==> src/rtl/imem_dmem_arbiter.sv <==
// imem_dmem_arbiter: one single-port synchronous SRAM shared by the instruction
// fetch port and the data port. Data wins arbitration unless the instruction
// port has been denied STARVE_LIMIT cycles in a row. Byte enables, store-lane
// replication, load-lane extraction and misalignment errors are generated here.
module imem_dmem_arbiter #(
  parameter int AW           = 12,
  parameter int STARVE_LIMIT = 4
) (
  input  logic          CLK,
  input  logic          RESET,
  input  logic          IREQ,
  input  logic [31:0]   IADDR,
  output logic          IGNT,
  output logic          IRDY,
  output logic [31:0]   IRDATA,
  input  logic          DREQ,
  input  logic [31:0]   DADDR,
  input  logic          DRW,
  input  logic [1:0]    DSIZE,
  input  logic [31:0]   DWDATA,
  output logic          DGNT,
  output logic          DRDY,
  output logic          DERR,
  output logic [31:0]   DRDATA,
  output logic          MCSN,
  output logic [AW-1:0] MADDR,
  output logic          MWE,
  output logic [3:0]    MBE,
  output logic [31:0]   MDI,
  input  logic [31:0]   MDO
);

  typedef enum logic [1:0] {
    OWN_NONE = 2'd0,
    OWN_I    = 2'd1,
    OWN_D    = 2'd2
  } owner_t;

  logic [3:0]  starve_cnt_reg, starve_cnt_next;
  logic        starved;
  logic        i_win, d_win, d_access;
  logic        d_misaligned;
  logic [3:0]  d_be;
  logic [31:0] d_wdata;

  owner_t      owner_reg;
  logic        rw_reg;
  logic [1:0]  size_reg;
  logic [1:0]  lane_reg;
  logic        err_reg;
  logic [31:0] irdata_reg, drdata_reg;

  logic [7:0]  mdo_byte [4];
  logic [31:0] load_data;
  logic        i_rsp, d_rsp, d_load;

  // Address bits outside the SRAM word range are intentionally ignored.
  logic unused_addr_bits;
  assign unused_addr_bits = ^{IADDR[31:AW+2], IADDR[1:0], DADDR[31:AW+2]};

  // Grant selection: data first, instruction forced through once starved.
  // Nothing is granted while reset is held.
  always_comb begin
    starved = (starve_cnt_reg == 4'(STARVE_LIMIT));
    i_win   = ~RESET & IREQ & (~DREQ | starved);
    d_win   = ~RESET & DREQ & ~i_win;
    IGNT    = i_win;
    DGNT    = d_win;
  end

  // Byte-enable decode and alignment check for the data request.
  always_comb begin
    d_misaligned = 1'b0;
    d_be         = 4'b0000;
    case (DSIZE)
      2'b00: d_be = 4'b0001 << DADDR[1:0];
      2'b01: begin
        if (DADDR[0]) d_misaligned = 1'b1;
        else          d_be = DADDR[1] ? 4'b1100 : 4'b0011;
      end
      2'b10: begin
        if (DADDR[1:0] != 2'b00) d_misaligned = 1'b1;
        else                     d_be = 4'b1111;
      end
      default: d_misaligned = 1'b1;
    endcase
  end

  // Store data lanes: a byte fills all lanes, a halfword fills both halves.
  // Load data lanes are split out for the extraction mux.
  generate
    for (genvar gi = 0; gi < 4; gi++) begin : g_lane
      always_comb begin
        case (DSIZE)
          2'b00:   d_wdata[8*gi +: 8] = DWDATA[7:0];
          2'b01:   d_wdata[8*gi +: 8] = DWDATA[8*(gi%2) +: 8];
          default: d_wdata[8*gi +: 8] = DWDATA[8*gi +: 8];
        endcase
      end
      assign mdo_byte[gi] = MDO[8*gi +: 8];
    end
  endgenerate

  // SRAM drive: a misaligned data grant consumes the slot but leaves the RAM idle.
  always_comb begin
    d_access = d_win & ~d_misaligned;
    MCSN     = ~(i_win | d_access);
    MWE      = d_access & DRW;
    MBE      = 4'b0000;
    MADDR    = '0;
    MDI      = 32'h0;
    if (i_win) begin
      MBE   = 4'b1111;
      MADDR = IADDR[AW+1:2];
    end else if (d_access) begin
      MBE   = d_be;
      MADDR = DADDR[AW+1:2];
      if (DRW) MDI = d_wdata;
    end
  end

  // Starve counter: counts consecutive denied instruction cycles, saturating.
  always_comb begin
    starve_cnt_next = 4'd0;
    if (IREQ && !i_win)
      starve_cnt_next = starved ? starve_cnt_reg : starve_cnt_reg + 4'd1;
  end

  // Starve counter and response pipeline registers.
  always_ff @(posedge CLK) begin
    if (RESET) begin
      starve_cnt_reg <= 4'd0;
      owner_reg      <= OWN_NONE;
      rw_reg         <= 1'b0;
      size_reg       <= 2'b00;
      lane_reg       <= 2'b00;
      err_reg        <= 1'b0;
    end else begin
      starve_cnt_reg <= starve_cnt_next;
      owner_reg      <= i_win ? OWN_I : (d_win ? OWN_D : OWN_NONE);
      if (d_win) begin
        rw_reg   <= DRW;
        size_reg <= DSIZE;
        lane_reg <= DADDR[1:0];
        err_reg  <= d_misaligned;
      end
    end
  end

  // Load extraction: selected lane(s) shifted to bit 0, zero-extended.
  always_comb begin
    case (size_reg)
      2'b00:   load_data = {24'h0, mdo_byte[lane_reg]};
      2'b01:   load_data = lane_reg[1] ? {16'h0, MDO[31:16]} : {16'h0, MDO[15:0]};
      default: load_data = MDO;
    endcase
  end

  // Response outputs; read data holds between read responses.
  always_comb begin
    i_rsp  = ~RESET & (owner_reg == OWN_I);
    d_rsp  = ~RESET & (owner_reg == OWN_D);
    d_load = d_rsp & ~rw_reg & ~err_reg;
    IRDY   = i_rsp;
    DRDY   = d_rsp;
    DERR   = d_rsp & err_reg;
    IRDATA = RESET ? 32'h0 : (i_rsp ? MDO : irdata_reg);
    DRDATA = RESET ? 32'h0 : (d_load ? load_data : drdata_reg);
  end

  // Read-data hold registers.
  always_ff @(posedge CLK) begin
    if (RESET) begin
      irdata_reg <= 32'h0;
      drdata_reg <= 32'h0;
    end else begin
      if (i_rsp)  irdata_reg <= MDO;
      if (d_load) drdata_reg <= load_data;
    end
  end

endmodule

==> config.mk <==
export PLATFORM = sky130hd
export DESIGN_NAME = imem_dmem_arbiter
export DESIGN_NICKNAME = d
export VERILOG_FILES = /design/src/rtl/imem_dmem_arbiter.sv
export SDC_FILE = /design/constraint.sdc
export NUM_CORES = 1
export LEC_CHECK = 0
export BUFFER_PORTS_ARGS = -buffer_cell sky130_fd_sc_hd__buf_2
export CAP_MARGIN = 0
export CORE_MARGIN = 5
export CORE_UTILIZATION = 48
export CTS_CLUSTER_DIAMETER = 80
export DETAILED_ROUTE_END_ITERATION = 8
export HOLD_SLACK_MARGIN = 0.03
export PLACE_DENSITY = 0.91
export SYNTH_ARGS = -nofsm -noshare
export SYNTH_HDL_FRONTEND = slang
export SYNTH_SLANG_ARGS = --single-unit
==> constraint.sdc <==
create_clock -name CLK -period 3.5 [get_ports CLK]
set_clock_uncertainty 0.05 [all_clocks]
set_input_delay 0.35 -clock CLK [delete_from_list [all_inputs] [get_ports CLK]]
set_output_delay 0.35 -clock CLK [all_outputs]
set_load 0.03 [all_outputs]
==> qor.yml <==
detailed_routing:
  detail_route.wl_per_cell_um: 17.70
  route.detailed.drc: 0
  first_pass_iters: 5
  route.vias.total: 4828
  post_drt_via_cell_ratio: 5.754
  first_iter_violations: 265
  totalWireLength_um: 14850
  route.antenna.remaining_nets: 0
floorplanning:
  row_count: 34
  die-area_um2: 11020
  die_x_um: 105.0
  top_level_ports: 254
  die_ht_um: 105.0
  floorplan_core_area_um2: 8763
  floorplan.initialDensity_pct: 49.43
logic_synthesis:
  ys_top_cells_by_area: "sky130_fd_sc_hd__dfxtp_1 35%, sky130_fd_sc_hd__nand2_1 7.2%, sky130_fd_sc_hd__a21oi_1 7.0%"
  mappedNetlistNets: 681
  synth-seq-cells: 76
  synth_area_um2: 4332
  synth_enable_flop_cells: 0
  post_synth_xor_area_fraction_pct: 0.4044
  most_used_flip_flop_cell_after_synthesis: "sky130_fd_sc_hd__dfxtp_1"
  synthSimpleGateAreaFrac_pct: 26.89
  syn-instance-count: 544
  synthDominantAreaCellType: "sky130_fd_sc_hd__dfxtp_1"
  synth_compound_gate_area_share_pct: 21.63
  synth-adder-area-share_pct: 0.5777
  syn-mean-instance-area_um2: 7.963
  yosysWarnings: 0
  synth.yosys.seq_area_share_pct: 35.12
  yosys-mux-area-fraction_pct: 8.232
  async_flop_share_pct: 0
  yosys.cell_types.count: 49
  largest_family_of_logic_cells_by_synthesized_area: "simple AND/OR/NAND/NOR gates"
  synth_top_cell_area_share_pct: 35.12
clock_network:
  cts.path.max_buffers: 2
  cts.root.buffer_cell: "sky130_fd_sc_hd__clkbuf_8"
  clock_latency_ns: 0.36
  clock_pin_slew_reported_for_the_worst_setup_and_hold_paths_after_clock_tree_synthesis_ns: 0.08
  cts.hold.buffers_added: 0
  post-cts-setup-buffer-count: 0
  num_cts_buffers: 9
  clkSinkCount: 76
  tritoncts: "done"
  cts-resized-gates: 0
  h-tree-depth: 3
placement:
  gp_congestion: 0.8934
  dpl_wire_length_um: 10840
  place.port_buffers: 215
  dpl_cells: 823
setup_path:
  path_class: "flop to primary output"
  worst_ep_arrival_time_ns: 2.60
  worstPathRequired_ns: 3.10
  crit_slowest_cell: "sky130_fd_sc_hd__dfxtp_1"
  slowest_delay_ns: 1.07
  start_kind: "flop"
  cp_max_fanout: 33
  path_cells: "buf_4, and3b_1, o21ai_0, a311oi_2, buf_2"
  r2r_slack_ns: 1.28
  endpoint_kind: "primary output"
sta:
  timing.final.hold_violations: 0
  fin_tns_setup_ns: 0
  min_period_over_period_pct: 85.70
  timing.fmax_mhz: 333.4
  slew_headroom_pct: 25.20
  rsz0062_at_grt: "no"
  count_of_final_setup_violators: 0
  worst_pin_slew_ns: 1.121
  final-max-slew-violation-count: 0
  final_critical_period_ns: 2.999
cells_and_area:
  area_occupied_by_multi_input_gates_um2: 2506
  drive_above_1_share_pct: 35.98
  ff_latch_area_um2: 1521
  diodes: 0
  fin_nets: 863
  fillerInstances: 749
  area_growth_syn_to_layout_pct: 28.74
  finalNonFillerCells: 839
  final_core_utilization_pct: 63.64
global_route:
  global_route_wire_length_before_repair_um: 23230
  globalRouteOverflowTotal: 0
  antenna_violations_before_repair: 0
  global_route.usage.total_pct: 25.46
  grt_start_max_net_pins: 66
  grt_pass1_vias: 4608
power:
  total_leakage_power_nw: 2.656
  powerDensity_nw_per_um2: 390.7
  ir_drop_mv: 0.2016
  totalPowerFinal_w: 0.002179
hold_path:
  hold_path.class: "input port to flop"
run:
  maxCapViolations: 0
run_status:
  status: "completed"
## Yosys cell counts (7+ instances only)
library cell               number
sky130_fd_sc_hd__nand2_1       83
sky130_fd_sc_hd__nor2b_1       27
sky130_fd_sc_hd__a22oi_1        7
sky130_fd_sc_hd__nand2b_1      12
sky130_fd_sc_hd__inv_1          8
sky130_fd_sc_hd__o21ai_0       41
sky130_fd_sc_hd__nor3_1        18
sky130_fd_sc_hd__nor2_1         9
sky130_fd_sc_hd__clkbuf_1      30
sky130_fd_sc_hd__dfxtp_1       76
sky130_fd_sc_hd__and3_1        16
sky130_fd_sc_hd__buf_2         14
sky130_fd_sc_hd__and3b_1       12
sky130_fd_sc_hd__a21oi_1       61
sky130_fd_sc_hd__a22o_1        12
sky130_fd_sc_hd__nand4_1       16
sky130_fd_sc_hd__mux2i_1       30
## cells in the final DEF, fill, tap and decap left out, drive strengths merged, types with 7 or more instances in the layout
cell type / n
o21ai: 44
a22oi: 7
clkbuf: 10
buf: 222
nand4: 17
nand2: 83
mux2i: 30
dfxtp: 76
and3: 16
nor3: 18
a311oi: 9
nand2b: 12
a21oi: 67
nor2: 11
inv: 10
a22o: 12
and3b: 12
nor2b: 27
## worst max-delay path: cells and delay by family, from the launching register on
family          cells  cell delay (ns)
flops               1             1.07
simple gates        1             0.20
compound gates      2             0.42
buf+inv             2             0.56
## metal layers
metal | track usage (%) | vias up | wire length, um
met1 | 29.74 | 2232 | 5670
met5 | 0 | - | 0
met2 | 42.67 | 258 | 7186
met3 | 7.768 | 40 | 1428
met4 | 11.60 | 0 | 561
li1 | - | 2298 | -
## metrics by stage
step           hold slack (ns)  cell area (um^2)  worst slack (ns)
5_1_grt                 0.2077              5577            0.3581
3_5_place_dp            0.3984              5338            0.8341
2_1_floorplan           0.3797              4332             1.232
4_1_cts                 0.2080              5577            0.5583
3_3_place_gp            0.3906              5338            0.8871
6_report                0.2140              5577            0.5006
## report_power, final
group	total, W	leakage (nW)	internal, W	switching, W
Clock	0.000814	0.117	0.000475	0.000339
Combinational	0.000449	1.92	0.000155	0.000294
Sequential	0.000916	0.618	0.000893	0.0000223
## kinds of logic (layout without fill, tap and decap cells)
kind of cell	Yosys count	in the layout
adder cells (fa/ha/maj)	2	2
buffers and inverters	62	249
AND/OR/NAND/NOR	217	217
multiplexers	35	35
flip-flops	76	76
AO/OA/AOI/OAI	150	150
XOR/XNOR	2	2
## worst paths after layout
path / start / endpoint / depth (start not counted)
min: MDO[7] / irdata_reg[7] / 3
min reg2reg: irdata_reg[25] / irdata_reg[25] / 2
max reg2reg: size_reg[1] / drdata_reg[11] / 4
max: size_reg[1] / DRDATA[11] / 5
## area by class of cell
type	count	area share, %
repair buffers	222	20.24
multi-input cells	406	44.94
clock inverters	6	1.997
well taps	108	2.423
inverters	11	0.8302
clock buffers	10	2.289
flip-flops and latches	76	27.28
(Power assumes the default switching activity.)
